### src/rtl/pmem_arbiter.sv
// -----------------------------------------------------------------------------
// pmem_arbiter
//   Shares a single physical-memory port between the I-cache and D-cache miss
//   paths. Ownership is registered: once a side is granted, it keeps the port
//   until physical memory responds (or until it withdraws its request). While a
//   side owns the port, its strobes, address and write data pass straight
//   through to memory combinationally.
//
//   Tie-break between simultaneous requests is selected by RR:
//     RR = 1 : round-robin, the side that did not complete last wins
//     RR = 0 : fixed priority, the D-cache always wins
//
// Ports
//   clk, reset_n           clock, asynchronous active-low reset
//   i_read, i_address      I-cache line-fill request
//   i_rdata, i_resp        fill data and completion pulse to the I-cache
//   d_read, d_write        D-cache fill / write-back request (both high = none)
//   d_address, d_wdata     D-cache line address and write-back line
//   d_rdata, d_resp        fill data and completion pulse to the D-cache
//   pmem_read, pmem_write  strobes to physical memory
//   pmem_address           physical line address
//   pmem_wdata             write-back line to physical memory
//   pmem_rdata, pmem_resp  read data and completion from physical memory
// -----------------------------------------------------------------------------
module pmem_arbiter #(
  parameter int ADDR_W = 16,
  parameter int LINE_W = 128,
  parameter int RR     = 1
) (
  input  logic              clk,
  input  logic              reset_n,

  input  logic              i_read,
  input  logic [ADDR_W-1:0] i_address,
  output logic [LINE_W-1:0] i_rdata,
  output logic              i_resp,

  input  logic              d_read,
  input  logic              d_write,
  input  logic [ADDR_W-1:0] d_address,
  input  logic [LINE_W-1:0] d_wdata,
  output logic [LINE_W-1:0] d_rdata,
  output logic              d_resp,

  output logic              pmem_read,
  output logic              pmem_write,
  output logic [ADDR_W-1:0] pmem_address,
  output logic [LINE_W-1:0] pmem_wdata,
  input  logic [LINE_W-1:0] pmem_rdata,
  input  logic              pmem_resp
);

  typedef enum logic [1:0] {
    IDLE    = 2'd0,
    GRANT_I = 2'd1,
    GRANT_D = 2'd2
  } state_t;

  state_t state;
  state_t state_nxt;

  // 1 when the D side completed the most recent transaction. Starts as D so
  // that the I side wins the first tie under round-robin.
  logic last_grant_d;
  logic last_grant_d_nxt;

  logic req_i;
  logic req_d;

  // A D request with both strobes high is malformed and counts as no request.
  assign req_i = i_read;
  assign req_d = d_read ^ d_write;

  // Fill data is broadcast; each cache qualifies it with its own resp.
  assign i_rdata = pmem_rdata;
  assign d_rdata = pmem_rdata;

  always_ff @(posedge clk or negedge reset_n) begin
    if (!reset_n) begin
      state        <= IDLE;
      last_grant_d <= 1'b1;
    end else begin
      state        <= state_nxt;
      last_grant_d <= last_grant_d_nxt;
    end
  end

  always_comb begin
    state_nxt        = state;
    last_grant_d_nxt = last_grant_d;
    pmem_read        = 1'b0;
    pmem_write       = 1'b0;
    pmem_address     = '0;
    pmem_wdata       = '0;
    i_resp           = 1'b0;
    d_resp           = 1'b0;

    unique case (state)
      IDLE: begin
        // Memory is idle here, so pmem_resp is deliberately ignored.
        if (req_i && req_d) begin
          if (RR != 0) begin
            state_nxt = last_grant_d ? GRANT_I : GRANT_D;
          end else begin
            state_nxt = GRANT_D;
          end
        end else if (req_i) begin
          state_nxt = GRANT_I;
        end else if (req_d) begin
          state_nxt = GRANT_D;
        end
      end

      GRANT_I: begin
        pmem_read    = i_read;
        pmem_address = i_address;
        i_resp       = pmem_resp;
        if (pmem_resp) begin
          state_nxt        = IDLE;
          last_grant_d_nxt = 1'b0;
        end else if (!req_i) begin
          state_nxt = IDLE;
        end
      end

      GRANT_D: begin
        // Gate the strobes with the decoded request so a malformed
        // read+write pair never reaches memory; it behaves as an abort.
        pmem_read    = d_read & ~d_write;
        pmem_write   = d_write & ~d_read;
        pmem_address = d_address;
        pmem_wdata   = d_wdata;
        d_resp       = pmem_resp;
        if (pmem_resp) begin
          state_nxt        = IDLE;
          last_grant_d_nxt = 1'b1;
        end else if (!req_d) begin
          state_nxt = IDLE;
        end
      end

      default: begin
        state_nxt = IDLE;
      end
    endcase
  end

endmodule

### config.mk
export PLATFORM = sky130hd
export DESIGN_NAME = pmem_arbiter
export DESIGN_NICKNAME = d
export VERILOG_FILES = /design/src/rtl/pmem_arbiter.sv
export SDC_FILE = /design/constraint.sdc
export NUM_CORES = 1
export LEC_CHECK = 0
export CAP_MARGIN = 5
export CORE_AREA = 2 2 272 274
export CTS_CLUSTER_SIZE = 14
export DETAILED_ROUTE_END_ITERATION = 10
export DIE_AREA = 0 0 274 276
export SYNTH_ARGS = -nofsm -noshare
export SYNTH_HDL_FRONTEND = slang
export SYNTH_SLANG_ARGS = --single-unit
### constraint.sdc
create_clock -name clk -period 1.6 [get_ports clk]
set_input_delay 0.32 -clock clk [delete_from_list [all_inputs] [get_ports clk]]
set_output_delay 0.32 -clock clk [all_outputs]
set_load 0.05 [all_outputs]
## Word level (Yosys, flattened, before mapping)

Cells that the tools add are included.

- Equality and inequality tests: 7
- Muxes and demuxes: 18
- Bitwise gates (word level): 5
- Reductions and logical operators: 5

Operators by type and width:

| kind | number |
|---|---|
| 128-bit two-way mux | 1 |
| 16-bit case mux with 2 select lines | 1 |
| 2-bit two-way mux | 8 |
| 3-bit != test (second input constant) | 2 |
| 2-bit case mux with 3 select lines | 1 |
| 3-bit AND reduction | 2 |
| 1-bit two-way mux | 5 |
| 2-bit != test (second input constant) | 2 |
| 4-bit != test (second input constant) | 1 |
| 1-bit case mux with 2 select lines | 2 |
| 1-bit AND | 2 |
| 2-bit by 1-bit == test with 1-bit output (second input constant) | 1 |
| 2-bit == test (second input constant) | 1 |
| 2-bit zero test | 1 |
| 1-bit inverter | 2 |
| 2-bit nonzero test | 1 |
| 1-bit logical AND | 1 |
| 1-bit XOR | 1 |

- Flip-flop bits (word level): 3
- Output and inout bits: 404
- Logic and storage cells: 37

## Logic depth before layout (Yosys ltp)

- Depth in word-level cells: 5
- Depth in mapped cells: 6
- Gate-level depth less buffers: 6

## Least setup slack after synthesis

No wires, ideal clock.

- Kind: register to output
- Start point: register state[0]
- End point: output port pmem_address[10]
- Data arrival time: 1.724 ns
- Slack: -0.444 ns
- Cell stages (with the launch flop): 5
- Buffers on the path: 1
- Cells stage by stage: dfrtp_1 > inv_1 > ha_1 > clkbuf_1 > nor2b_1

- Cells in the longest elaborated chain, start to end: 2

Ends and longest elaborated chain:

| item | RTL line | RTL |
|---|---|---|
| start: declaration | 59 | `state_t state;` |
| start signal: assignment | 83 | `state <= state_nxt;` |
| 2-bit == test / 2-bit by 1-bit == test with 1-bit output (equally long branches) | 98 | `unique case (state)` |
| 16-bit case mux with 2 select lines * | 98 |  |
| end: declaration | 47 | `output logic [ADDR_W-1:0] pmem_address,` |

Mark *: on every way between the ends. The rest lies on a longest branch, timed or not.

## Worst setup path after layout

- Start point: register state[0]
- End point: output port pmem_address[7]

The elaborated chain is that of the path after synthesis.

==> run summary <==
Max Slew Vio Count: 0
GPL Wtd Cong: 0.665
Pint: 5970 uW
Reg2Reg Depth: 8
Max Root-Sink Buffers: 2
DRC Markers: 0
Reg power frac: 1.4%
Crit-path cells: inv_2 > ha_2 > buf_4 > a22oi_2 > buf_4 > nor2b_4 > buf_12
Hold Fails Final Rpt: 0
Area of the mapped netlist: 3320 um^2
Htree depth: 1
R2r startpoint: state[0]
Worst path slowest cell: dfrtp_1
Max Fclk: 532 MHz
Failing checks: setup timing
Syn nets: 768
Clock skew: 0.000775 ns
Setup-failing EPs final: 148
Startpoint types: flip-flop
RR Endpoint: state[1]
Distinct cells, synth: 18
Status: finished with violations
Critical Path RT: 1.28 ns
Sw frac: 47.7%
Clk slew on worst S/H paths: 0.03 ns
RSZ-0062 raised after global routing: yes
1st-pass router iterations: 4
IO Count: 698
Chip Width: 274 um
Antenna violations before repair: 0
Fin crit share: 118%
Gate power share: 95.1%
Top-count cell post-synth: buf_4
Top post-synthesis cells by area: buf_4 (58%), and2_1 (25%), a22oi_1 (3.8%)
Area Overhead vs Synth: 144%
Final nets: 841
Slew headroom: 86.0%
Mean Syn Cell Area: 7.12 um^2
Pleak: 0.00292 uW
R2r setup slk: 0.14 ns
Pwr Total: 11,400 uW
Die height: 276 um
CORE AREA: 72,600 um^2
Die area: 75,600 um^2
Yosys reg bits: 3
Cell area power density: 1410 nW/um^2
GR Overflow Total: 0
Num rows: 99
Worst setup endpoint: pmem_address[7]
Critical path data arrival time: 1.56 ns
Max-cap violations: 0
Starting density of the core: 4.58%
Switching Power: 5450 uW
Clk_lat worst skew: 0.23 ns
IO buf count: 313
Type of the most critical hold path: in2async
DR iter-0 viols: 56
First-pass GRT wire length: 24.4 mm
CTS Sinks: 3
CP peak stage delay: 0.37 ns
Post-synth ARST share: 100%
Mapped Cells: 467
Register area share after synthesis: 2.30%
Clock network fraction of total power: 3.5%
Detailed Route WL: 18.6 mm
Hpwl dp: 15.8 mm
GRT Resource Usage Total: 4.49%
CTS Hold Bufs: 0
ANT nets after route: 0
Critical path launch point: state[0]
Root buffer cell: clkbuf_16
Number of vias per cell: 2.10
Yosys Warn Count: 0
EDFF count, synth: 0
VDD IR max: 0.763 mV
Setup TNS: -31.86 ns
DR vias: 3,147
TritonCTS buffer count: 3
Tmin final: 1.88 ns
Worst Max-Slew Pin Slew: 0.210 ns
Cell taking the most area after synthesis: buf_4
Crit Path Class: reg2out
Post-DR wirelength/cell: 12.4 um
Share of cells above drive strength 1: 65.9%
CTS tree: built
Synth top area share: 58.5%
Largest net degree at the start of global routing: 24
Top cells by count, synth: buf_4 (259), and2_1 (131), a22oi_1 (17), nor2b_1 (17), ha_1 (7)
Post-route setup slack: -0.281 ns
Crit-path most repeated cell: buf_4
Worst setup EP type: primary output
Commonest register cell after synthesis: dfrtp_1
Vias in the first global route: 3,505
Max Fanout on Critical Path: 5
## per-stage QoR
step	setup slack, ns	hold slack (ns)	instance area (um^2)	instances	util [%]
floorplan	-0.0603	0.0244	3690	467	-
global placement	-0.271	0.531	7720	1489	10.6
detailed placement	-0.254	0.538	7720	1489	10.6
CTS	-0.301	0.305	8040	1497	11.1
global route	-0.354	0.304	8110	1498	11.2
finish	-0.281	0.294	8110	1499	11.2
## power by group through the flow
stage	sequential (uW)	clock, uW	combinational (uW)
detailed placement	154	0	10200
floorplan	145	0	6780
CTS	155	401	10900
global route	163	410	11400
global placement	152	0	10200
finish	158	402	10900
## final cells by class
cell class              count  area, um^2
well taps                 959        1200
multi-input cells         184        1770
repair buffers            343        4970
clock buffers               4        78.8
fillers                  8309       64500
flip-flops and latches      3        77.6
inverters                   5        18.8
diodes                      1        2.50
## routing by layer
layer  track usage [%]  vias to the layer above  share of wire [%]
met5             0.899                        -               0.25
met4              1.74                        2                3.4
met3              4.00                       66                 22
met2              7.26                      453                 45
met1              3.86                     1309                 29
li1                  -                     1317                  -
## state kept, by name, summed over array words and instances, names as in the netlist
register	flops
last_grant_d	1
state	2
## worst max-delay path, delay by kind of cell, from the launching register on
| family | cells | cell delay (ns) |
|---|---|---|
| buffers and inverters | 4 | 0.55 |
| flip-flops | 1 | 0.37 |
| adder cells (fa/ha/maj) | 1 | 0.21 |
| AND/OR/NAND/NOR | 1 | 0.12 |
| AO/OA/AOI/OAI | 1 | 0.08 |
## cells by family after synthesis
group	after synthesis	synth area share, %
AO/OA/AOI/OAI	25	5.42
adder cells (fa/ha/maj)	7	2.63
flip-flops	3	2.30
AND/OR/NAND/NOR	152	28.4
buffers and inverters	280	61.3
## layout by cell type, fill, tap and decap left out, drive strengths merged
| master | instances |
|---|---|
| and2 | 131 |
| clkdlybuf4s50 | 165 |
| diode | 1 |
| o22ai | 2 |
| nor2b | 17 |
| a22oi | 17 |
| a22o | 1 |
| a21oi | 4 |
| dfstp | 1 |
| buf | 178 |
| clkbuf | 4 |
| nand2b | 1 |
| nand2 | 3 |
| o211ai | 1 |
| ha | 7 |
| dfrtp | 2 |
| inv | 5 |
## how the worst min path moves through the flow
stage / startpoint / depth (start not counted) / end / slack (ns)
finish: reset_n / 1 / state[0] / 0.29
global route: reset_n / 1 / state[0] / 0.30
CTS: reset_n / 1 / state[0] / 0.30
detailed placement: reset_n / 1 / state[0] / 0.54
global placement: reset_n / 1 / state[0] / 0.53
floorplan: reset_n / 0 / state[0] / 0.02
## what timing repair did
item | 4_1_cts | 5_1_grt
resized for setup | 37 | 27
buffers inserted | 2 | 1
pin swaps | 3 | 5
cloned | 2 | 0
endpoints found under the setup margin | 149 | 150
Note: power is estimated with default switching activity, not from simulation.
